===== config.mk =====
export PLATFORM = sky130hd
export DESIGN_NAME = mem_arbiter
export DESIGN_NICKNAME = d
export VERILOG_FILES = /design/src/rtl/mem_arbiter.sv
export SDC_FILE = /design/constraint.sdc
export NUM_CORES = 1
export LEC_CHECK = 0
export ABC_CLOCK_PERIOD_IN_PS = 4500
export BUFFER_PORTS_ARGS = -buffer_cell sky130_fd_sc_hd__buf_2
export CAP_MARGIN = 20
export CELL_PAD_IN_SITES_DETAIL_PLACEMENT = 1
export CELL_PAD_IN_SITES_GLOBAL_PLACEMENT = 1
export CORE_AREA = 10 10 190 192
export CTS_BUF_LIST = sky130_fd_sc_hd__clkbuf_8
export DETAILED_ROUTE_END_ITERATION = 7
export DIE_AREA = 0 0 200 202
export PLACE_DENSITY = 0.8
export SYNTH_ARGS = -nofsm -noshare
export SYNTH_HDL_FRONTEND = slang
export SYNTH_SLANG_ARGS = --single-unit
export TNS_END_PERCENT = 30

===== constraint.sdc =====
create_clock -name clk -period 4.5 [get_ports clk]
set_clock_uncertainty 0.2 [all_clocks]
set_input_delay 0.45 -clock clk [delete_from_list [all_inputs] [get_ports clk]]
set_output_delay 0.45 -clock clk [all_outputs]
set_load 0.01 [all_outputs]

===== src/rtl/mem_arbiter.sv =====
// mem_arbiter: single-port memory arbiter for the fetch and memory stages.
// One transaction in flight at a time; data wins by default, a streak
// counter forces a fetch grant after MAX_DSTREAK consecutive data grants
// while fetch waits, and a timeout forces completion if memory never answers.
module mem_arbiter #(
    parameter int ADDR_W      = 64,
    parameter int DATA_W      = 64,
    parameter int MAX_DSTREAK = 4,
    parameter int TIMEOUT     = 16
) (
    input  logic                  clk,
    input  logic                  reset,
    input  logic                  if_req,
    input  logic [ADDR_W-1:0]     if_addr,
    output logic                  if_ready,
    output logic [31:0]           if_rdata,
    output logic                  stall_f,
    input  logic                  dm_req,
    input  logic                  dm_we,
    input  logic [ADDR_W-1:0]     dm_addr,
    input  logic [DATA_W-1:0]     dm_wdata,
    input  logic [DATA_W/8-1:0]   dm_be,
    output logic                  dm_ready,
    output logic [DATA_W-1:0]     dm_rdata,
    output logic                  stall_m,
    output logic                  mem_en,
    output logic                  mem_we,
    output logic [ADDR_W-1:0]     mem_addr,
    output logic [DATA_W-1:0]     mem_wdata,
    output logic [DATA_W/8-1:0]   mem_be,
    input  logic [DATA_W-1:0]     mem_rdata,
    input  logic                  mem_valid,
    output logic                  err
);

    localparam int BE_W = DATA_W / 8;
    localparam int SW   = $clog2(MAX_DSTREAK + 1);
    localparam int CW   = $clog2(TIMEOUT + 1);

    typedef enum logic [2:0] {
        IDLE   = 3'd0,
        WAIT_F = 3'd1,
        WAIT_D = 3'd2,
        RESP_F = 3'd3,
        RESP_D = 3'd4
    } state_t;

    state_t              state_r;
    state_t              state_nxt_s;
    logic [SW-1:0]       streak_r;
    logic [CW-1:0]       tmo_cnt_r;
    logic                grant_f_s;
    logic                grant_d_s;
    logic                capture_s;
    logic                expire_s;
    logic                done_s;
    logic                wait_f_s;
    logic                wait_d_s;
    logic                fsel_r;
    logic                if_ready_r;
    logic [31:0]         if_rdata_r;
    logic                dm_ready_r;
    logic [DATA_W-1:0]   dm_rdata_r;
    logic                mem_en_r;
    logic                mem_we_r;
    logic [ADDR_W-1:0]   mem_addr_r;
    logic [DATA_W-1:0]   mem_wdata_r;
    logic [BE_W-1:0]     mem_be_r;
    logic                err_r;
    logic                addr_unused_s;

    // Select the 32-bit instruction word out of a 64-bit memory line.
    function automatic logic [31:0] fetch_word(input logic [DATA_W-1:0] line, input logic hi);
        logic [31:0] w;
        if (hi) begin
            w = line[63:32];
        end else begin
            w = line[31:0];
        end
        return w;
    endfunction

    // Instructions are 4-byte aligned; the two lowest address bits carry no information.
    assign addr_unused_s = ^if_addr[1:0];

    assign wait_f_s = (state_r == WAIT_F);
    assign wait_d_s = (state_r == WAIT_D);
    assign done_s   = capture_s | expire_s;

    assign if_ready  = if_ready_r;
    assign if_rdata  = if_rdata_r;
    assign dm_ready  = dm_ready_r;
    assign dm_rdata  = dm_rdata_r;
    assign mem_en    = mem_en_r;
    assign mem_we    = mem_we_r;
    assign mem_addr  = mem_addr_r;
    assign mem_wdata = mem_wdata_r;
    assign mem_be    = mem_be_r;
    assign err       = err_r;
    assign stall_f   = if_req & ~if_ready_r;
    assign stall_m   = dm_req & ~dm_ready_r;

    // Next-state logic: arbitration in IDLE, response/timeout detection in WAIT.
    always_comb begin
        state_nxt_s = state_r;
        grant_f_s   = 1'b0;
        grant_d_s   = 1'b0;
        capture_s   = 1'b0;
        expire_s    = 1'b0;
        case (state_r)
            IDLE: begin
                if (dm_req && !(if_req && (streak_r == SW'(MAX_DSTREAK)))) begin
                    grant_d_s   = 1'b1;
                    state_nxt_s = WAIT_D;
                end else if (if_req) begin
                    grant_f_s   = 1'b1;
                    state_nxt_s = WAIT_F;
                end else begin
                    state_nxt_s = IDLE;
                end
            end
            WAIT_F, WAIT_D: begin
                if (mem_valid) begin
                    capture_s   = 1'b1;
                    state_nxt_s = (state_r == WAIT_F) ? RESP_F : RESP_D;
                end else if (tmo_cnt_r == CW'(TIMEOUT)) begin
                    expire_s    = 1'b1;
                    state_nxt_s = (state_r == WAIT_F) ? RESP_F : RESP_D;
                end else begin
                    state_nxt_s = state_r;
                end
            end
            RESP_F, RESP_D: begin
                state_nxt_s = IDLE;
            end
            default: begin
                state_nxt_s = IDLE;
            end
        endcase
    end

    // State register.
    always_ff @(posedge clk) begin
        if (!reset) begin
            state_r <= IDLE;
        end else begin
            state_r <= state_nxt_s;
        end
    end

    // Consecutive data grants while fetch waits; saturates at MAX_DSTREAK.
    always_ff @(posedge clk) begin
        if (!reset) begin
            streak_r <= {SW{1'b0}};
        end else if (grant_f_s) begin
            streak_r <= {SW{1'b0}};
        end else if (grant_d_s) begin
            if (!if_req) begin
                streak_r <= {SW{1'b0}};
            end else if (streak_r != SW'(MAX_DSTREAK)) begin
                streak_r <= streak_r + SW'(1);
            end else begin
                streak_r <= streak_r;
            end
        end else begin
            streak_r <= streak_r;
        end
    end

    // Cycles spent waiting for mem_valid in the current transaction.
    always_ff @(posedge clk) begin
        if (!reset) begin
            tmo_cnt_r <= {CW{1'b0}};
        end else if (grant_f_s || grant_d_s) begin
            tmo_cnt_r <= {CW{1'b0}};
        end else if (wait_f_s || wait_d_s) begin
            tmo_cnt_r <= tmo_cnt_r + CW'(1);
        end else begin
            tmo_cnt_r <= tmo_cnt_r;
        end
    end

    // Issue registers: loaded from the winner on a grant, held until the next grant.
    always_ff @(posedge clk) begin
        if (!reset) begin
            mem_en_r    <= 1'b0;
            mem_we_r    <= 1'b0;
            mem_addr_r  <= {ADDR_W{1'b0}};
            mem_wdata_r <= {DATA_W{1'b0}};
            mem_be_r    <= {BE_W{1'b0}};
            fsel_r      <= 1'b0;
        end else begin
            mem_en_r <= grant_f_s | grant_d_s;
            if (grant_d_s) begin
                mem_we_r    <= dm_we;
                mem_addr_r  <= dm_addr;
                mem_wdata_r <= dm_wdata;
                mem_be_r    <= dm_we ? dm_be : {BE_W{1'b1}};
                fsel_r      <= fsel_r;
            end else if (grant_f_s) begin
                mem_we_r    <= 1'b0;
                mem_addr_r  <= {if_addr[ADDR_W-1:3], 3'b000};
                mem_wdata_r <= {DATA_W{1'b0}};
                mem_be_r    <= {BE_W{1'b1}};
                fsel_r      <= if_addr[2];
            end else begin
                mem_we_r    <= mem_we_r;
                mem_addr_r  <= mem_addr_r;
                mem_wdata_r <= mem_wdata_r;
                mem_be_r    <= mem_be_r;
                fsel_r      <= fsel_r;
            end
        end
    end

    // Completion pulses, captured read data and the sticky timeout flag.
    always_ff @(posedge clk) begin
        if (!reset) begin
            if_ready_r <= 1'b0;
            dm_ready_r <= 1'b0;
            if_rdata_r <= 32'h0000_0000;
            dm_rdata_r <= {DATA_W{1'b0}};
            err_r      <= 1'b0;
        end else begin
            if_ready_r <= done_s & wait_f_s;
            dm_ready_r <= done_s & wait_d_s;
            if (capture_s && wait_f_s) begin
                if_rdata_r <= fetch_word(mem_rdata, fsel_r);
            end else if (expire_s && wait_f_s) begin
                if_rdata_r <= 32'h0000_0000;
            end else begin
                if_rdata_r <= if_rdata_r;
            end
            if (capture_s && wait_d_s && !mem_we_r) begin
                dm_rdata_r <= mem_rdata;
            end else if (expire_s && wait_d_s) begin
                dm_rdata_r <= {DATA_W{1'b0}};
            end else begin
                dm_rdata_r <= dm_rdata_r;
            end
            if (expire_s) begin
                err_r <= 1'b1;
            end else begin
                err_r <= err_r;
            end
        end
    end

endmodule

==> impl_summary.txt, run 1 <==
----------------------------------------------------
[Global routing]
  Global router's overall resource usage ... between 20% and 30%
  Sum of overflow across all layers after global routing ... 0
  Number of global-route vias before repair ... approximately 14000
  Maximum number of pins on one net before global-route repair ... between 200 and 250
  Global-route wire length before repair ... roughly 89000 µm
  Antenna violations before repair ... 28

[Synth]
  Number of warning messages in the yosys log ... 0
  Proportion of netlist area held by the largest area contributor ... ~44%
  Most area-consuming cells after synthesis ... dfxtp_1 (44%), nand2_1 (7.1%), mux2_2 (5.6%), a221o_1 (5.4%), a22o_1 (5.2%)
  Most area-hungry cell type in the Yosys netlist ... dfxtp_1
  Top-count cell post-synth ... dfxtp_1
  Cell types with the highest counts after synthesis ... dfxtp_1 (249), nand2_1 (217), clkbuf_1 (120)
  EDFF count, synth ... 0
  Synth Area per Inst ... ~8.9 µm²
  Net count of the mapped netlist ... around 1600
  Total of flip-flops plus latches after synthesis ... approximately 250
  Syn Inst Count ... ~1300
  Prevailing post-synth register cell ... dfxtp_1
  Count of distinct cell types in the synthesized netlist ... 46
  Post-synthesis cell area ... 11400 µm²
  Part of the Yosys area used for sequential elements ... 43.7%
  Async set-or-reset flop fraction in the synthesized netlist ... 0%

[Route]
  WL met1 ... 21800 µm
  Detail Route met3 WL ... 6810 µm
  Iteration-0 DRC Markers ... between 1000 and 1500
  Vias after detailed routing ... roughly 13000
  Post-route antenna net violation count ... 0
  First-pass iteration count of the detailed router ... 5
  Routed wire length ... 61300 µm
  Drt wl/cell ... ~27 µm
  Met2 WL post-DR ... about 29000 µm
  Final routed DRC violation total ... 0
  Top Metal Used ... met5
  Post-detailed-route via-to-cell ratio ... around 5.7

[Floorplan]
  Width of the die ... 200 µm
  Row count ... 66
  Effective utilization at floorplan ... 35.3%
  Standard cell core area ... 32300 µm²
  Chip height ... around 200 µm
  Die Footprint ... between 40000 and 50000 µm²
  Number of placed I/O pins ... 509

[Cells and area]
  Utilization of the core after routing ... between 50% and 60%
  Fraction of layout cells with a size suffix above 1 ... between 30% and 40%
  Final std cell area, no fill ... ~16000 µm²
  Final #Nets ... around 2100
  Non-Filler Instances ... between 2000 and 2500
  Area growth from synthesis to final layout ... 42.0%

[Setup path]
  Worst setup SP type ... flop
  Worst path required time ... about 4.7 ns
  Worst-path maximum fanout ... approximately 70
  Worst path arrival time ... roughly 3.2 ns
  CP Class ... flop to flop
  Crit end category ... flop

[Pwr]
  Maximum vdd ir drop ... around 0.00023 V
  Pwr/cell area ... ~390 nW/µm²
  LEAKAGE ... just over 0.007 µW

[Placement]
  Final weighted congestion in routability-driven placement ... approximately 0.84
  HPWL after DPL ... 37900 µm
  Post-Place Cell Area ... approximately 14000 µm²
  Placed Cells incl. Taps ... roughly 2100
  Total of buffers placed on input and output ports ... approximately 510

[STA]
  Hold Fails Final Rpt ... 0
  Slew @ Worst Pin ... between 0.9 and 1 ns
  Count of final max-slew check failures ... 0
  Period Utilization, post-route ... about two thirds
  Fmax ... ~340 MHz
  Total negative slack for setup checks ... 0 ns
  RSZ-0062 raised after global routing ... false
  Total of endpoints with negative setup slack in the final report ... 0
  Slew headroom ... between 30% and 40%
  Minimum clock period after layout ... around 3.0 ns

[Clock network]
  Root buffer cell ... clkbuf_8
  Clock latency of the later-clocked register in the worst-skew pair ... roughly 0.56 ns
  Deepest clock path buffer count ... 3
  Clock transition at the registers of the reported paths ... about 0.070 ns
  Clk sinks ... 249
  Number of buffers created by CTS ... 48
  Clock tree from TritonCTS ... built
  H-tree Lvls ... 2

[Job]
  Max Cap Violations ... 0

[Outcome]
  Run status ... completed

[Worst hold path]
  Kind of path behind the tightest hold check ... primary input to flop

----------------------------------------------------
==> report_power, final <==
group	internal [µW]	switching, µW
Combinational	544	792
Sequential	2410	139
Clock	1310	1060
==> through the flow <==
step                      total power [µW]  worst slack [ns]  hold WS [ns]
final                                 6250              1.53        0.0231
after global routing                  6500              1.37       0.00931
after CTS                             6200              1.62       0.00129
after detailed placement              3780              1.63         0.251
after global placement                3740              1.72         0.248
after floorplan                       3220              2.41         0.266
==> sequential cells by signal, indices dropped and copies added, names as in the netlist <==
name,flops
dm_rdata,64
dm_ready,1
err,1
fsel_r,1
if_rdata,32
if_ready,1
mem_addr,64
mem_be,8
mem_en,1
mem_wdata,64
mem_we,1
state_r,3
streak_r,3
tmo_cnt_r,5
==> repair_timing <==
action	CTS	global route
gates resized for setup	0	0
endpoints found under the hold margin	97	0
setup buffers	0	0
hold buffers	108	0
==> critical path, cell delays in order, from the launching register on <==
cell     delay [ns]
dfxtp_1        0.62
or3_4          0.69
buf_4          0.69
nor3_1         0.16
a221o_1        0.38
==> layout by cell type, fill, tap and decap left out, types with 58 or more instances in the layout <==
| master | netlist | routed |
|---|---|---|
| clkbuf_8 | 0 | 63 |
| a22o_1 | 68 | 68 |
| a221o_1 | 61 | 61 |
| dfxtp_1 | 249 | 247 |
| nor4_1 | 62 | 62 |
| o21ai_0 | 66 | 66 |
| buf_2 | 18 | 505 |
| nand2_1 | 217 | 217 |
| nor3_1 | 64 | 64 |
| nand3_1 | 63 | 62 |
| dlygate4sd3_1 | 0 | 108 |
| nand4b_1 | 58 | 58 |
==> cells by family after synthesis <==
kind of cell	count (synthesis)	synth area share, %
AND/OR/NAND/NOR	500	22.8
AO/OA/AOI/OAI	265	17.8
flip-flops	249	43.7
buffers and inverters	163	5.93
multiplexers	97	9.14
adder cells (fa/ha/maj)	4	0.439
XOR/XNOR	2	0.154
==> metal layers <==
metal / global-route usage (%) / vias to the layer above
met5: 0 / -
met4: 17.1 / 28
met3: 13.7 / 201
met2: 45.8 / 603
met1: 29.5 / 6380
li1: - / 5847
==> cell type report <==
type	count	area, µm²
flip-flops and latches	249	4990
well taps	442	553
multi-input cells	868	5800
clock buffers	63	867
fillers	3865	16100
repair buffers	631	3780
clock inverters	22	124
inverters	10	37.5
diodes	17	42.5
==> final timing paths <==
kind,start,endpoint,slack (ns),cells after the start
hold reg to reg,if_rdata[26],if_rdata[26],0.27,2
setup reg to reg,state_r[2],mem_addr[40],1.53,4
hold / removal,mem_rdata[59],if_rdata[27],0.02,3
setup / recovery,state_r[2],mem_addr[40],1.53,4
Note: power is estimated with default switching activity, not from simulation.
==> run 2, diff against run 1 <==
==> config.mk (replaced) <==
export PLATFORM = sky130hd
export DESIGN_NAME = mem_arbiter
export DESIGN_NICKNAME = d
export VERILOG_FILES = /design/src/rtl/mem_arbiter.sv
export SDC_FILE = /design/constraint.sdc
export NUM_CORES = 1
export LEC_CHECK = 0
export ABC_CLOCK_PERIOD_IN_PS = 2500
export BUFFER_PORTS_ARGS = -buffer_cell sky130_fd_sc_hd__buf_2
export CAP_MARGIN = 20
export CELL_PAD_IN_SITES_DETAIL_PLACEMENT = 1
export CELL_PAD_IN_SITES_GLOBAL_PLACEMENT = 1
export CORE_MARGIN = 10
export CORE_UTILIZATION = 32
export CTS_BUF_LIST = sky130_fd_sc_hd__clkbuf_8
export DETAILED_ROUTE_END_ITERATION = 7
export PLACE_DENSITY = 0.76
export SYNTH_ARGS = -nofsm -noshare
export SYNTH_HDL_FRONTEND = slang
export SYNTH_SLANG_ARGS = --single-unit
export TNS_END_PERCENT = 30
==> constraint.sdc (replaced) <==
create_clock -name clk -period 2.5 [get_ports clk]
set_clock_uncertainty 0.2 [all_clocks]
set_input_delay 0.25 -clock clk [delete_from_list [all_inputs] [get_ports clk]]
set_output_delay 0.25 -clock clk [all_outputs]
set_load 0.01 [all_outputs]
==> impl_summary.txt, run 2 (synthesized netlist as in run 1, its figures left out) <==
----------------------------------------------------
[Cells and area]
  Area growth from synthesis to final layout ... 61.0% (was 42.0%)
  Commonest cells after routing, fill and taps aside ... buf_2 (505), dlygate4sd3_1 (304), dfxtp_1 (247), nand2_1 (217), a22o_1 (68) (was buf_2 (505), dfxtp_1 (247), nand2_1 (217), dlygate4sd3_1 (108), a22o_1 (68))
  Utilization of the core after routing ... 51.8% (was 50.1%)
  Most common library cell in the layout ignoring fill and taps ... buf_2 (unchanged)
  Fraction of layout cells with a size suffix above 1 ... 33.4% (was 36.4%)
  Final #Nets ... 2295 (was 2082)

[Pwr]
  Tot Pwr ... 11500 µW (was 6250 µW)
  Switching portion of total power ... 33.0% (was 31.9%)
  Register share of total power ... 40.0% (was 40.7%)
  Pwr/cell area ... 629 nW/µm² (was 386 nW/µm²)
  Clk network pwr share ... 35.8% (was 37.9%)
  Combinational share of power ... 24.2% (was 21.4%)
  Total internal power ... 7730 µW (was 4260 µW)
  Maximum vdd ir drop ... 0.000624 V (was 0.000233 V)
  Net load switching power ... 3810 µW (was 2000 µW)
  LEAKAGE ... 0.00801 µW (was 0.00709 µW)

[Placement]
  Worst slack after detailed placement ... 0.279 ns (was 1.63 ns)
  Final weighted congestion in routability-driven placement ... 0.814 (was 0.842)
  HPWL after DPL ... 38600 µm (was 37900 µm)
  Total of buffers placed on input and output ports ... 506 (unchanged)

[STA]
  Period Utilization, post-route ... 96.8% (was 65.9%)
  Count of final max-slew check failures ... 0 (unchanged)
  Worst hold slack ... 0.208 ns (was 0.0231 ns)
  Minimum clock period after layout ... 2.42 ns (was 2.97 ns)
  Hold Fails Final Rpt ... 0 (unchanged)
  Total of endpoints with negative setup slack in the final report ... 0 (unchanged)
  Fmax ... 413 MHz (was 337 MHz)
  Total negative slack for setup checks ... 0 ns (unchanged)
  Slew headroom ... 32.6% (was 33.9%)
  Worst-case setup margin in the final layout ... 0.0810 ns (was 1.53 ns)
  Slew @ Worst Pin ... 1.01 ns (was 0.991 ns)

[Floorplan]
  Chip height ... 209 µm (was 202 µm)
  Effective utilization at floorplan ... 32.2% (was 35.3%)
  Number of placed I/O pins ... 509 (unchanged)
  Row count ... 69 (was 66)
  Width of the die ... 209 µm (was 200 µm)
  Standard cell core area ... 35400 µm² (was 32300 µm²)
  Die Footprint ... 43600 µm² (was 40400 µm²)

[Setup path]
  Crit end category ... flop (unchanged)
  Worst path required time ... 2.83 ns (was 4.73 ns)
  Worst-path maximum fanout ... 12 (was 69)
  Worst flop-to-flop path startpoint ... streak_r[0] (was state_r[2])
  Worst path max stage delay ... 0.58 ns (was 0.69 ns)
  Worst-path cell with the longest stage delay ... dlygate4sd3_1 (was or3_4)
  CP Class ... flop to flop (unchanged)
  Crit-path cells ... inv_1 -> ha_1 -> and3_2 -> o211ai_1 -> mux2i_1 -> dlygate4sd3_1 (was or3_4 -> buf_4 -> nor3_1 -> a221o_1)
  Critical path launch point ... streak_r[0] (was state_r[2])
  Worst setup SP type ... flop (unchanged)
  Worst path arrival time ... 2.75 ns (was 3.20 ns)

[Route]
  Vias after detailed routing ... 14500 (was 13100)
  Routed wire length ... 68100 µm (was 61300 µm)
  Drt wl/cell ... 27.0 µm (was 26.6 µm)
  Post-detailed-route via-to-cell ratio ... 5.75 (was 5.67)
  Final routed DRC violation total ... 0 (unchanged)
  Post-route antenna net violation count ... 0 (unchanged)
  First-pass iteration count of the detailed router ... 7 (was 5)
  Iteration-0 DRC Markers ... 1067 (was 1024)

[Global routing]
  Number of global-route vias before repair ... 15400 (was 13700)
  Global router's overall resource usage ... 29.4% (was 28.5%)
  Global-route wire length before repair ... 102000 µm (was 88800 µm)
  Sum of overflow across all layers after global routing ... 0 (unchanged)
  Maximum number of pins on one net before global-route repair ... 122 (was 215)
  Antenna violations before repair ... 12 (was 28)

[Worst hold path]
  Origin of the worst min-delay path ... dm_wdata[39] (was mem_rdata[59])
  Kind of path behind the tightest hold check ... primary input to flop (unchanged)

[Clock network]
  Clock transition at the registers of the reported paths ... 0.06 ns (was 0.07 ns)
  H-tree Lvls ... 2 (unchanged)
  Clock tree from TritonCTS ... built (unchanged)
  Number of buffers created by CTS ... 46 (was 48)
  Deepest clock path buffer count ... 3 (unchanged)
  Clk sinks ... 249 (unchanged)
  Clock latency of the later-clocked register in the worst-skew pair ... 0.60 ns (was 0.56 ns)
  Root buffer cell ... clkbuf_8 (unchanged)

[Outcome]
  Run status ... completed (unchanged)

[Job]
  Max Cap Violations ... 0 (unchanged)

----------------------------------------------------
[run 2: changes by cell type in the layout (fill, tap and decap cells not counted), sizes merged]
cell	before	now
buf	523	542
bufinv	1	0
clkbuf	63	60
clkinv	5	3
clkinvlp	1	0
diode	17	8
dlygate4sd3	108	304
inv	25	27
[run 2: worst paths after layout]
path / endpoint / slack [ns] / cells past startpoint
worst min register to register: if_rdata[26] / 0.27 / 2
worst min-delay path: mem_wdata[39] / 0.21 / 3
worst max register to register: fsel_r / 0.08 / 6
worst max-delay path: fsel_r / 0.08 / 6
[run 2: final cells by class]
cell class / count / area, µm²
multi-input cells: 868 / 5810
well taps: 461 / 577
clock buffers: 60 / 826
flip-flops and latches: 249 / 4990
fillers: 4100 / 17000
inverters: 10 / 37.5
diodes: 8 / 20.0
clock inverters: 20 / 88.8
repair buffers: 846 / 6010
[run 2: metrics by stage]
step | area, µm² | std cells
6_report | 18400 | 2522
5_1_grt | 18300 | 2521
4_1_cts | 18300 | 2514
3_5_place_dp | 14400 | 2130
3_3_place_gp | 14400 | 2130
2_1_floorplan | 11400 | 1280
[run 2: power by group through the flow]
| stage | Sequential, µW | Combinational [µW] | Clock, µW |
|---|---|---|---|
| 2_1_floorplan | 4770 | 1040 | 0 |
| 3_3_place_gp | 4620 | 2190 | 0 |
| 3_5_place_dp | 4640 | 2230 | 0 |
| 4_1_cts | 4560 | 2660 | 4100 |
| 5_1_grt | 4640 | 2950 | 4340 |
| 6_report | 4620 | 2790 | 4120 |
[run 2: worst max-delay path, delay by kind of cell, from the launching register on]
kind	cells	cell delay [ns]
AO/OA/AOI/OAI	1	0.32
adder cells (fa/ha/maj)	1	0.21
buffers and inverters	2	0.64
flip-flops	1	0.38
multiplexers	1	0.24
AND/OR/NAND/NOR	1	0.37
[run 2: per-layer routing]
layer	vias to the layer above	part of all wire [%]	track usage, %	routed length [µm]
met5	-	0.11	0	77
met4	12	4.0	12.8	2740
met3	164	9.1	8.66	6210
met2	873	50	50.9	33800
met1	7182	37	32.8	25200
li1	6276	-	-	-
[run 2: timing repair]
| action | CTS | global route |
|---|---|---|
| endpoints found under the setup margin | 0 | 1 |
| hold buffers | 304 | 0 |
| endpoints found under the hold margin | 246 | 0 |
| resized for setup | 0 | 2 |
| buffers inserted | 0 | 0 |
==> run 3, diff against run 2 <==
--- a/config.mk
+++ b/config.mk
@@ -14,7 +14,7 @@
 export CORE_UTILIZATION = 32
 export CTS_BUF_LIST = sky130_fd_sc_hd__clkbuf_8
 export DETAILED_ROUTE_END_ITERATION = 7
-export PLACE_DENSITY = 0.76
+export PLACE_DENSITY_LB_ADDON = 0.1
 export SYNTH_ARGS = -nofsm -noshare
 export SYNTH_HDL_FRONTEND = slang
 export SYNTH_SLANG_ARGS = --single-unit
==> impl_summary.txt, run 3 (synthesized netlist as in run 1, its figures left out) <==
----------------------------------------------------
[Setup path]
  Crit-path most repeated cell ... dlygate4sd3_1
  Worst path max stage delay ... 0.57 ns (was 0.58 ns)
  R2r worst-path depth ... 7 (was 6)
  Worst-path cell with the longest stage delay ... dlygate4sd3_1 (unchanged)
  Worst flop-to-flop path endpoint ... streak_r[0] (was fsel_r)
  Crit-path cells ... buf_6 -> nor3_2 -> buf_4 -> nand4_1 -> dlygate4sd3_1 -> a21oi_1 -> dlygate4sd3_1 (was inv_1 -> ha_1 -> and3_2 -> o211ai_1 -> mux2i_1 -> dlygate4sd3_1)
  Worst-path maximum fanout ... 13 (was 12)
  Worst flop-to-flop path startpoint ... state_r[2] (was streak_r[0])
  Crit end category ... flop (unchanged)
  R2r setup slk ... 0.13 ns (was 0.08 ns)
  CP Class ... flop to flop (unchanged)
  Worst path required time ... 2.85 ns (was 2.83 ns)
  Worst setup SP type ... flop (unchanged)
  Worst path arrival time ... 2.71 ns (was 2.75 ns)

[Worst hold path]
  Origin of the worst min-delay path ... dm_wdata[35] (was dm_wdata[39])
  Hold path endpoint ... mem_wdata[35] (was mem_wdata[39])
  Number of instances on the worst hold path ... 3 (unchanged)
  Kind of path behind the tightest hold check ... primary input to flop (unchanged)

[Route]
  Final routed DRC violation total ... 0 (unchanged)
  Vias after detailed routing ... 13600 (was 14500)
  First-pass iteration count of the detailed router ... 5 (was 7)
  Post-detailed-route via-to-cell ratio ... 5.39 (was 5.75)
  Routed wire length ... 60500 µm (was 68100 µm)
  Drt wl/cell ... 23.9 µm (was 27.0 µm)
  Iteration-0 DRC Markers ... 847 (was 1067)
  Post-route antenna net violation count ... 0 (unchanged)

[Floorplan]
  Effective utilization at floorplan ... 32.2% (unchanged)
  Chip height ... 209 µm (unchanged)
  Standard cell core area ... 35400 µm² (unchanged)
  Row count ... 69 (unchanged)
  Width of the die ... 209 µm (unchanged)
  Number of placed I/O pins ... 509 (unchanged)
  Die Footprint ... 43600 µm² (unchanged)

[STA]
  Fmax ... 422 MHz (was 413 MHz)
  Total of endpoints with negative setup slack in the final report ... 0 (unchanged)
  RSZ-0062 raised after global routing ... false
  Period Utilization, post-route ... 94.7% (was 96.8%)
  Slew headroom ... 48.8% (was 32.6%)
  Count of final max-slew check failures ... 0 (unchanged)
  Slew @ Worst Pin ... 0.768 ns (was 1.01 ns)
  Hold Fails Final Rpt ... 0 (unchanged)
  Total negative slack for setup checks ... 0 ns (unchanged)
  Minimum clock period after layout ... 2.37 ns (was 2.42 ns)

[Clock network]
  Clock transition at the registers of the reported paths ... 0.07 ns (was 0.06 ns)
  Deepest clock path buffer count ... 3 (unchanged)
  Root buffer cell ... clkbuf_8 (unchanged)
  Clk sinks ... 249 (unchanged)
  Number of buffers created by CTS ... 48 (was 46)
  H-tree Lvls ... 2 (unchanged)
  Clock latency of the later-clocked register in the worst-skew pair ... 0.61 ns (was 0.60 ns)
  Clock tree from TritonCTS ... built (unchanged)

[Global routing]
  Global-route wire length before repair ... 91700 µm (was 102000 µm)
  Number of global-route vias before repair ... 14600 (was 15400)
  Antenna violations before repair ... 6 (was 12)
  Met2 global-route usage ... 45.2% (was 50.9%)
  Sum of overflow across all layers after global routing ... 0 (unchanged)
  GRT Max-Usage Layer ... met2 (unchanged)
  Routing usage on met3 ... 6.89% (was 8.66%)
  Global router's overall resource usage ... 26.2% (was 29.4%)
  Met1 Use GR ... 30.7% (was 32.8%)
  Maximum number of pins on one net before global-route repair ... 93 (was 122)

[Cells and area]
  Area growth from synthesis to final layout ... 62.3% (was 61.0%)
  Most common library cell in the layout ignoring fill and taps ... buf_2 (unchanged)
  Commonest cells after routing, fill and taps aside ... buf_2 (505), dlygate4sd3_1 (305), dfxtp_1 (246), nand2_1 (217), a22o_1 (68) (was buf_2 (505), dlygate4sd3_1 (304), dfxtp_1 (247), nand2_1 (217), a22o_1 (68))
  Final #Nets ... 2305 (was 2295)
  Fraction of layout cells with a size suffix above 1 ... 33.7% (was 33.4%)
  Non-Filler Instances ... 2533 (was 2522)

[Pwr]
  Maximum vdd ir drop ... 0.000393 V (was 0.000624 V)
  LEAKAGE ... 0.00807 µW (was 0.00801 µW)
  Pwr/cell area ... 612 nW/µm² (was 629 nW/µm²)

[Placement]
  Total of buffers placed on input and output ports ... 506 (unchanged)
  HPWL after DPL ... 38600 µm (about the same)
  Placed Cells incl. Taps ... 2134 (was 2130)
  Final weighted congestion in routability-driven placement ... 0.778 (was 0.814)

[Outcome]
  Run status ... completed (unchanged)

[Job]
  Max Cap Violations ... 0 (unchanged)

----------------------------------------------------
-- run 3: timing repair --
| item | in CTS | in global routing |
|---|---|---|
| endpoints found under the hold margin | 242 | 0 |
| endpoints found under the setup margin | 0 | 1 |
| buffers inserted | 0 | 3 |
| hold buffers | 305 | 0 |
| gates resized for setup | 0 | 4 |
-- run 3: cell type report --
cell class	count	area, µm²
Antenna cell	9	22.5
Clock buffer	60	826
Clock inverter	22	98.8
Fill cell	4159	16900
Inverter	10	37.5
Multi-Input combinational cell	868	5810
Sequential cell	249	4990
Tap cell	461	577
Timing Repair Buffer	854	6130
-- run 3: per-stage QoR --
step,util [%],total power (µW),hold WS [ns],setup slack (ns),instance area (µm²)
floorplan,-,5800,0.183,0.471,11400
detailed placement,40.8,6880,0.252,0.405,14500
global route,52.2,11900,0.188,0.0454,18500
finish,52.2,11300,0.203,0.132,18500
global placement,40.8,6840,0.249,0.424,14500
CTS,52.1,11400,0.136,0.0594,18400
-- run 3: power breakdown --
part / switching [µW] / internal, µW
Combinational: 1460 / 1280
Sequential: 230 / 4330
Clock: 1860 / 2140
-- run 3: how the worst max path moves through the flow --
stage / slack, ns / start / end
4_1_cts: 0.06 / streak_r[0] / streak_r[0]
6_report: 0.13 / state_r[2] / streak_r[0]
3_3_place_gp: 0.42 / tmo_cnt_r[0] / dm_rdata[3]
3_5_place_dp: 0.41 / tmo_cnt_r[0] / dm_rdata[37]
2_1_floorplan: 0.47 / state_r[0] / mem_addr[55]
5_1_grt: 0.05 / state_r[2] / streak_r[0]
-- run 3: worst max-delay path: cells and delay by family, from the launching register on --
kind | cells | cell delay, ns
buffers and inverters | 4 | 1.41
flip-flops | 1 | 0.32
AND/OR/NAND/NOR | 2 | 0.25
AO/OA/AOI/OAI | 1 | 0.13
-- run 3: per-layer routing --
layer | up-vias | wire length, µm
met5 | - | 13
met4 | 2 | 1840
met3 | 101 | 4390
met2 | 528 | 29700
met1 | 6741 | 24500
li1 | 6272 | -
